==> config.mk <==
export PLATFORM = sky130hd
export DESIGN_NAME = sumador_ventana_flat
export DESIGN_NICKNAME = d
export VERILOG_FILES = /design/src/rtl/sumador_ventana_if.sv /design/src/rtl/sumador_ventana.sv /design/src/flat_wrapper.sv
export SDC_FILE = /design/constraint.sdc
export NUM_CORES = 1
export LEC_CHECK = 0
export BUFFER_PORTS_ARGS = -buffer_cell sky130_fd_sc_hd__buf_2
export CAP_MARGIN = 20
export CORE_MARGIN = 3
export CORE_UTILIZATION = 51
export DETAILED_ROUTE_END_ITERATION = 8
export PLACE_DENSITY = 0.77
export SLEW_MARGIN = 0
export SYNTH_ARGS = -nofsm -noshare
export SYNTH_HDL_FRONTEND = slang
export SYNTH_SLANG_ARGS = --single-unit
==> constraint.sdc <==
create_clock -name iClk -period 2 [get_ports iClk]
set_input_delay 0 -clock iClk [delete_from_list [all_inputs] [get_ports iClk]]
set_output_delay 0 -clock iClk [all_outputs]
set_load 0.005 [all_outputs]
==> src/rtl/sumador_ventana_if.sv <==
// Sample/result bundle between the ADC front end, the window accumulator and the comparator.
// master = sample source / result consumer, slave = accumulator.
interface sumador_ventana_if;
    logic        iEnable;
    logic        iValid;
    logic [9:0]  ivMuestra;
    logic [9:0]  ivOffset;
    logic        iClear;
    logic [13:0] ovSuma;
    logic        oCE;
    logic [5:0]  ovCuenta;

    modport master (
        output iEnable, iValid, ivMuestra, ivOffset, iClear,
        input  ovSuma, oCE, ovCuenta
    );
    modport slave (
        input  iEnable, iValid, ivMuestra, ivOffset, iClear,
        output ovSuma, oCE, ovCuenta
    );
endinterface

==> src/rtl/sumador_ventana.sv <==
// Windowed flow-sample accumulator: sums offset-clamped samples over WINDOW accepts, saturating at 14 bits.
// Define SUMADOR_PICO_EN for peak-hold mode (ovSuma only rises on window completion).
module sumador_ventana #(
    parameter int WINDOW = 16
) (
    input  logic iClk,
    input  logic iReset,
    sumador_ventana_if.slave bus
);
    typedef enum logic {IDLE, ACUM} estado_t;

    localparam logic [5:0]  ULTIMO = 6'(WINDOW - 1);
    localparam logic [14:0] TOPE   = 15'd16383;

    estado_t     estado, estadoSig;
    logic [14:0] acumulador;
    logic [5:0]  cuenta;
    logic [13:0] suma;
    logic        ce;

    logic        aceptado;
    logic        fin;
    logic [9:0]  aporte;
    logic [14:0] sumaBruta;
    logic [13:0] sumaSat;

    always_ff @(posedge iClk or negedge iReset) begin
        if (!iReset) estado <= IDLE;
        else         estado <= estadoSig;
    end

    always_comb begin
        estadoSig = estado;
        aceptado  = 1'b0;
        case (estado)
            IDLE: if (bus.iEnable) estadoSig = ACUM;
            ACUM: begin
                if (!bus.iEnable) estadoSig = IDLE;
                else              aceptado  = bus.iValid && !bus.iClear;
            end
            default: estadoSig = IDLE;
        endcase
    end

    // Negative contributions clamp to zero; the accumulator stays saturated so the add never overflows 15 bits.
    always_comb begin
        aporte    = (bus.ivMuestra > bus.ivOffset) ? (bus.ivMuestra - bus.ivOffset) : 10'd0;
        sumaBruta = acumulador + 15'(aporte);
        sumaSat   = (sumaBruta > TOPE) ? 14'h3FFF : sumaBruta[13:0];
        fin       = aceptado && (cuenta == ULTIMO);
    end

    always_ff @(posedge iClk or negedge iReset) begin
        if (!iReset) begin
            acumulador <= '0;
            cuenta     <= '0;
            suma       <= '0;
            ce         <= 1'b0;
        end else begin
            ce <= 1'b0;
            if (bus.iClear) begin
                acumulador <= '0;
                cuenta     <= '0;
                suma       <= '0;
            end else if (estado == IDLE || !bus.iEnable) begin
                acumulador <= '0;
                cuenta     <= '0;
            end else if (fin) begin
                acumulador <= '0;
                cuenta     <= '0;
                ce         <= 1'b1;
`ifdef SUMADOR_PICO_EN
                if (sumaSat > suma) suma <= sumaSat;
`else
                suma <= sumaSat;
`endif
            end else if (aceptado) begin
                acumulador <= {1'b0, sumaSat};
                cuenta     <= cuenta + 6'd1;
            end
        end
    end

    assign bus.ovSuma   = suma;
    assign bus.oCE      = ce;
    assign bus.ovCuenta = cuenta;
endmodule

==> src/flat_wrapper.sv <==
// flat-port wrapper written by rule: the top's interface ports become plain ports
module sumador_ventana_flat 
#(
    parameter int WINDOW = 16
)
  (iClk, iReset, bus_iEnable, bus_iValid, bus_ivMuestra, bus_ivOffset, bus_iClear, bus_ovSuma, bus_oCE, bus_ovCuenta);
  sumador_ventana_if bus_i ();
  input  logic iClk;
  input  logic iReset;
  input wire logic [$bits(bus_i.iEnable)-1:0] bus_iEnable;
  input wire logic [$bits(bus_i.iValid)-1:0] bus_iValid;
  input wire logic [$bits(bus_i.ivMuestra)-1:0] bus_ivMuestra;
  input wire logic [$bits(bus_i.ivOffset)-1:0] bus_ivOffset;
  input wire logic [$bits(bus_i.iClear)-1:0] bus_iClear;
  output wire logic [$bits(bus_i.ovSuma)-1:0] bus_ovSuma;
  output wire logic [$bits(bus_i.oCE)-1:0] bus_oCE;
  output wire logic [$bits(bus_i.ovCuenta)-1:0] bus_ovCuenta;
  assign bus_i.iEnable = bus_iEnable;
  assign bus_i.iValid = bus_iValid;
  assign bus_i.ivMuestra = bus_ivMuestra;
  assign bus_i.ivOffset = bus_ivOffset;
  assign bus_i.iClear = bus_iClear;
  assign bus_ovSuma = bus_i.ovSuma;
  assign bus_oCE = bus_i.oCE;
  assign bus_ovCuenta = bus_i.ovCuenta;
  sumador_ventana #(.WINDOW(WINDOW)) u_core (.iClk(iClk), .iReset(iReset), .bus(bus_i));
endmodule
==> flow_metrics.tcl, run 1 <==
set metrics [dict create \
    rsz0062_at_grt "yes" \
    grt_pass1_vias 2734 \
    dieWidth_um 78.1 \
    drtIter0Drc 168 \
    crit-reg2reg-launch "u_core.acumulador[0]$_DFFE_PN0P_" \
    slew_headroom 0.481 \
    synth_flop_cell "dfrtp_1" \
    status "finished with violations" \
    worstHoldPathCells 3 \
    startpoint_type "input pin" \
    cts.reportedPaths.clkPinSlew_ns 0.07 \
    ys_types 57 \
    cp-end-kind "register" \
    fin_skew_ns 0.00373 \
    finalInstanceArea_sq_mm 0.00393 \
    grt_pass1_wl_um 12200 \
    finalSetupTns_ns -27.86 \
    worstReg2RegEnd "u_core.acumulador[7]$_DFFE_PN0P_" \
    critPathArrivalTime_ns 3.26 \
    drt_pass1_iterations 4 \
    min_from "bus_iValid" \
    tightest_slew_ns 0.778 \
    rows 25 \
    portBuffers 45 \
    r2r_cells 10 \
    globalplace.congestion 0.887 \
    die_y_um 78.1 \
    grt_max_degree 37 \
    fmax_mhz 324 \
    cap_violations 0 \
    cts_max_level 2 \
    p_leak_nw 1.91 \
    finalMaxSlewViolations 0 \
    die_area_sq_mm 0.00609 \
    drt_wl_total_um 7830 \
    setup_slack_ns -1.09 \
    p_per_area_mw_per_mm2 503 \
    vias 2774 \
    dp_worst_setup_slack_ns -1.57 \
    nets 467 \
    viasPerCell 5.71 \
    ys_seq_area_frac 0.340 \
    dp.cells 464 \
    fin_crit_sh 1.54 \
    clock_sinks 36 \
    drive_gt1_frac 0.446 \
    reg2reg_slack_ns -0.20 \
    violations "negative setup slack" \
    synthesis.instances 311 \
    root_buffer "clkbuf_8" \
    cp_max_fo 6 \
    ys_seq_elements 36 \
    synth_fp_nets 359 \
    hpwl_um 5210 \
    cts_buffers 5 \
    synthArstFlopShare 1.00 \
    cts_buffer_depth 2 \
    ir_drop_v 0.000624 \
    placed_area_sq_mm 0.00347 \
    cts_tree "yes" \
    areaGrowthSynthToFinish_pct 48.5 \
    start_util 0.543 \
    setup_viol 28 \
    total_power_mw 1.98 \
    min_to "u_core.acumulador[13]$_DFFE_PN0P_" \
    timing.final.crit_period_ns 3.09 \
    num_antenna_cells 0 \
    drc_errors 0 \
    routedWlPerCell_um 16.1 \
    avgSynthCellArea_sq_um 8.52 \
    antenna_found_initial 0 \
    overflow 0 \
    netlist_area_sq_mm 0.00265 \
    io_pins 46 \
    finalHoldViolations 0 \
    postRouteAntennaNets 0 \
    grt_use_total 0.250 \
    core-area_sq_mm 0.00488 \
    synth_warnings 0 \
    required_ns 2.17 \
    worstSkewPairLatency_ns 0.29 \
    min-delay-path-class "input pin to register" \
    layout.cells.non_filler 486 \
    criticalPathCategory "input pin to register" \
    synth_edf_count 0 \
]
[area by class of cell]
class,count,area (sq um)
Multi-Input combinational cell,241,1980
Timing Repair Buffer,113,774
Clock buffer,7,96.3
Sequential cell,36,901
Inverter,22,95.1
Fill cell,304,947
Tap cell,67,83.8
[worst max path at each step]
stage                                start                           endpoint  slack (ns)  cells after the start
after floorplan           bus_ivMuestra[0]  u_core.bus.ovSuma[11]$_DFFE_PN0P_       -1.18                     18
after global placement    bus_ivMuestra[0]  u_core.bus.ovSuma[11]$_DFFE_PN0P_       -1.47                     19
after detailed placement  bus_ivMuestra[0]  u_core.bus.ovSuma[11]$_DFFE_PN0P_       -1.57                     19
after CTS                 bus_ivMuestra[0]  u_core.bus.ovSuma[11]$_DFFE_PN0P_       -0.94                     19
after global routing      bus_ivMuestra[0]  u_core.bus.ovSuma[11]$_DFFE_PN0P_       -1.20                     19
final                     bus_ivMuestra[0]  u_core.bus.ovSuma[11]$_DFFE_PN0P_       -1.09                     19
[Yosys cell counts (all sizes together), types with 5 or more instances]
library cell | n | area share
nor2b | 5 | 0.012
o21a | 5 | 0.015
nand3b | 14 | 0.040
xor2 | 8 | 0.026
nor3 | 5 | 0.0094
xnor2 | 5 | 0.017
a21o | 7 | 0.021
nand2 | 24 | 0.034
nand3 | 11 | 0.021
clkbuf | 6 | 0.0085
dfrtp | 36 | 0.34
o21ai | 40 | 0.077
ha | 21 | 0.099
inv | 22 | 0.031
nor2 | 30 | 0.043
buf | 6 | 0.013
a21oi | 15 | 0.030
[metal layers]
metal / vias to the layer above / share of wire / global-route usage
li1: 1319 / - / -
met1: 1343 / 0.42 / 0.330
met2: 94 / 0.50 / 0.418
met3: 18 / 0.056 / 0.0413
met4: 0 / 0.022 / 0.0822
met5: - / 0 / 0
[logic make-up (layout without fill, tap and decap cells)]
group / count (synthesis) / in the layout / share of synthesized area
buffers and inverters: 34 / 142 / 0.0529
muxes: 1 / 1 / 0.00378
DFF: 36 / 36 / 0.340
AOI/OAI and AO/OA: 93 / 93 / 0.229
adders and majority gates: 23 / 23 / 0.114
xor gates and xnor gates: 13 / 13 / 0.0430
and+or+nand+nor: 111 / 111 / 0.217
[stage by stage]
step	hold WS, ns	utilization
2_1_floorplan	-0.296	-
3_3_place_gp	0.119	0.711
3_5_place_dp	0.125	0.711
4_1_cts	0.163	0.773
5_1_grt	0.181	0.806
6_report	0.171	0.806
[repair_timing]
action,in CTS,in global routing
setup buffers,7,6
setup endpoints to repair,28,32
resized for setup,33,20
endpoints found under the hold margin,37,0
hold buffers,2,0
pin swaps,25,8
[registers in the layout, summed over array words and instances (netlist names)]
register             cells
u_core.acumulador       14
u_core.bus.oCE           1
u_core.estado            1
u_core.bus.ovCuenta      6
u_core.bus.ovSuma       14
[cell usage in the layout (no fill, tap or decap), types with 5 or more instances in the layout]
| cell | netlist | final |
|---|---|---|
| o21ai_0 | 37 | 11 |
| o21ai_2 | 1 | 11 |
| o21ai_1 | 2 | 18 |
| clkbuf_8 | 0 | 7 |
| inv_1 | 22 | 18 |
| buf_2 | 4 | 44 |
| nor2_4 | 0 | 8 |
| nor2_1 | 30 | 18 |
| xor2_1 | 8 | 8 |
| ha_1 | 21 | 13 |
| nand2_1 | 24 | 24 |
| nand3b_1 | 14 | 14 |
| a21oi_1 | 14 | 10 |
| ha_4 | 0 | 7 |
| dfrtp_1 | 36 | 36 |
| buf_4 | 2 | 62 |
| a21o_1 | 5 | 5 |
| nand3_1 | 11 | 9 |
[where the power goes]
group	internal, mW	switching, mW	total (mW)
Sequential	0.733	0.00442	0.737
Clock	0.307	0.252	0.559
Combinational	0.338	0.341	0.680
Total	1.38	0.598	1.98
[worst max-delay path, cell delays in order]
cell     delay [ns]
buf_8          0.11
inv_12         0.04
ha_4           0.11
inv_2          0.03
fa_2           0.33
a21o_1         0.18
a21oi_2        0.19
o21ai_2        0.08
o31ai_2        0.24
o21a_2         0.24
buf_6          0.15
nor2_4         0.04
ha_4           0.22
a21o_1         0.22
nor3b_4        0.18
o41a_1         0.47
and2_4         0.19
o31ai_2        0.17
a31oi_1        0.06
No activity file was read; power rests on OpenSTA's default activity.
==> run 2: changes to the inputs <==
==> constraint.sdc (replaced) <==
create_clock -name iClk -period 2.7 [get_ports iClk]
set_input_delay 0 -clock iClk [delete_from_list [all_inputs] [get_ports iClk]]
set_output_delay 0 -clock iClk [all_outputs]
set_load 0.005 [all_outputs]
==> run 2 against run 1 <==
The flow still finishes with violations (negative setup slack). Cell area fell by 0.76%. First-iteration DRC count rose by 11%. Die area did not move. Sequential cell count did not move. Register-to-register slack improved by 0.60 ns. Global-route usage fell by 0.098 points. Critical path type unchanged. Highest routed layer unchanged.
==> flow_metrics.tcl, run 2 (synthesis gave the netlist of run 1 again) <==
set metrics [dict create \
    path_delay_family "compound AO/OA/AOI/OAI gates" \
    slowest_delay_ns 0.37 \
    grt_use_total 0.249 \
    drtIter0Drc 186 \
    violations "negative setup slack" \
    path_cells "buf_12 > inv_12 > ha_4 > inv_2 > fa_2 > a21o_1 > a21oi_2 > o21ai_2 > o31ai_2 > o21a_2 > nor2_2 > ha_2 > inv_2 > fa_2 > nor2b_4 > o2111ai_4 > a21oi_2 > buf_4 > or3_4 > a21oi_4 > o21ai_1" \
    viasPerCell 5.69 \
    postRouteAntennaNets 0 \
    final_common_cell "buf_4" \
    ir_drop_v 0.000325 \
    areaGrowthSynthToFinish_pct 47.3 \
    timing.final.crit_period_ns 3.08 \
    setup_viol 28 \
    cts_max_level 2 \
    cp_num_buf_inv 5 \
    finalInstanceArea_sq_mm 0.00390 \
    total_power_mw 1.45 \
    worstSkewPairLatency_ns 0.29 \
    criticalPathCategory "input pin to register" \
    core-area_sq_mm 0.00488 \
    cp_max_fo 6 \
    fin_crit_sh 1.14 \
    die_y_um 78.1 \
    hpwl_um 5200 \
    finalHoldViolations 0 \
    dieWidth_um 78.1 \
    drt_pass1_iterations 4 \
    cap_violations 0 \
    cts_tree "yes" \
    num_antenna_cells 0 \
    finalMaxSlewViolations 0 \
    cts.reportedPaths.clkPinSlew_ns 0.07 \
    cp-end-kind "register" \
    routedWlPerCell_um 15.9 \
    portBuffers 45 \
    layout_common_cells "50 x buf_4, 44 x buf_2, 36 x dfrtp_1, 24 x nand2_1" \
    placed_area_sq_mm 0.00341 \
    vias 2708 \
    drc_errors 0 \
    setup_slack_ns -0.378 \
    hold_slack_ns 0.185 \
    grt_max_degree 37 \
    rsz0062_at_grt "yes" \
    dp_worst_setup_slack_ns -0.894 \
    min-delay-path-class "input pin to register" \
    start_util 0.543 \
    slowest_stage "or3_4" \
    fin_skew_ns 0.00741 \
    cts_buffers 5 \
    required_ns 2.84 \
    status "finished with violations" \
    root_buffer "clkbuf_8" \
    p_per_area_mw_per_mm2 371 \
    utilization 0.800 \
    slew_headroom 0.482 \
    drive_gt1_frac 0.445 \
    globalplace.congestion 0.895 \
    cts_buffer_depth 2 \
    startpoint_type "input pin" \
    grt_pass1_vias 2583 \
    fmax_mhz 325 \
    p_leak_nw 1.86 \
    antenna_found_initial 0 \
    nets 457 \
    critPathArrivalTime_ns 3.22 \
    grt_pass1_wl_um 12100 \
    io_pins 46 \
    clock_sinks 36 \
    drt_wl_total_um 7580 \
    rows 25 \
    overflow 0 \
    tightest_slew_ns 0.777 \
    die_area_sq_mm 0.00609 \
]
## run 2: cell types whose count changed in the layout (fill, tap and decap cells not counted), moves of 2 or more
cell	change
nor3_2	-2
buf_6	+2
o31ai_2	-2
a21oi_1	-2
nor3_4	+2
a21oi_2	+3
buf_4	-12
## run 2: path summary, 6_finish.rpt
kind	start	endpoint	slack (ns)	depth (start not counted)
worst max register to register	u_core.acumulador[0]$_DFFE_PN0P_	u_core.bus.ovSuma[2]$_DFFE_PN0P_	0.40	10
worst min-delay path	bus_iValid	u_core.acumulador[13]$_DFFE_PN0P_	0.19	3
min in group asynchronous	iReset	u_core.acumulador[4]$_DFFE_PN0P_	0.33	2
worst max-delay path	bus_ivMuestra[0]	u_core.acumulador[8]$_DFFE_PN0P_	-0.38	21
max in group asynchronous	iReset	u_core.acumulador[3]$_DFFE_PN0P_	1.87	2
worst min register to register	u_core.bus.ovSuma[4]$_DFFE_PN0P_	u_core.bus.ovSuma[4]$_DFFE_PN0P_	0.51	2
## run 2: final cells by class
class / count / area (sq um)
fillers: 318 / 977
well taps: 67 / 83.8
repair buffers: 103 / 712
multi-input cells: 241 / 2010
flip-flops and latches: 36 / 901
clock buffers: 7 / 96.3
inverters: 22 / 95.1
## run 2: routing by layer
| layer | vias up | track usage | part of all wire |
|---|---|---|---|
| li1 | 1301 | - | - |
| met1 | 1308 | 0.333 | 0.42 |
| met2 | 83 | 0.411 | 0.51 |
| met3 | 16 | 0.0573 | 0.057 |
| met4 | 0 | 0.0594 | 0.017 |
| met5 | - | 0 | 0 |
## run 2: what timing repair did
item	4_1_cts	5_1_grt
gates resized for setup	23	42
endpoints found under the setup margin	28	28
hold buffers	2	0
buffers inserted	3	7
endpoints found under the hold margin	37	0
pin swaps	28	16
## run 2: power by group
group          internal [mW]  switching (mW)
Sequential             0.543         0.00328
Combinational          0.244           0.250
Clock                  0.227           0.181
Total                   1.01           0.435
## run 2: per-stage QoR
step	setup TNS, ns	cells
5_1_grt	-13.26	476
6_report	-8.17	476
3_5_place_dp	-22.54	457
3_3_place_gp	-19.48	457
4_1_cts	-7.47	469
2_1_floorplan	-11.74	311
## run 2: worst register-to-register path: cells and delay by family (launching register included)
family | cells | cell delay, ns
and+or+nand+nor | 2 | 0.23
buffers and inverters | 2 | 0.21
DFF | 1 | 0.35
AOI/OAI and AO/OA | 4 | 0.85
adders and majority gates | 2 | 0.60
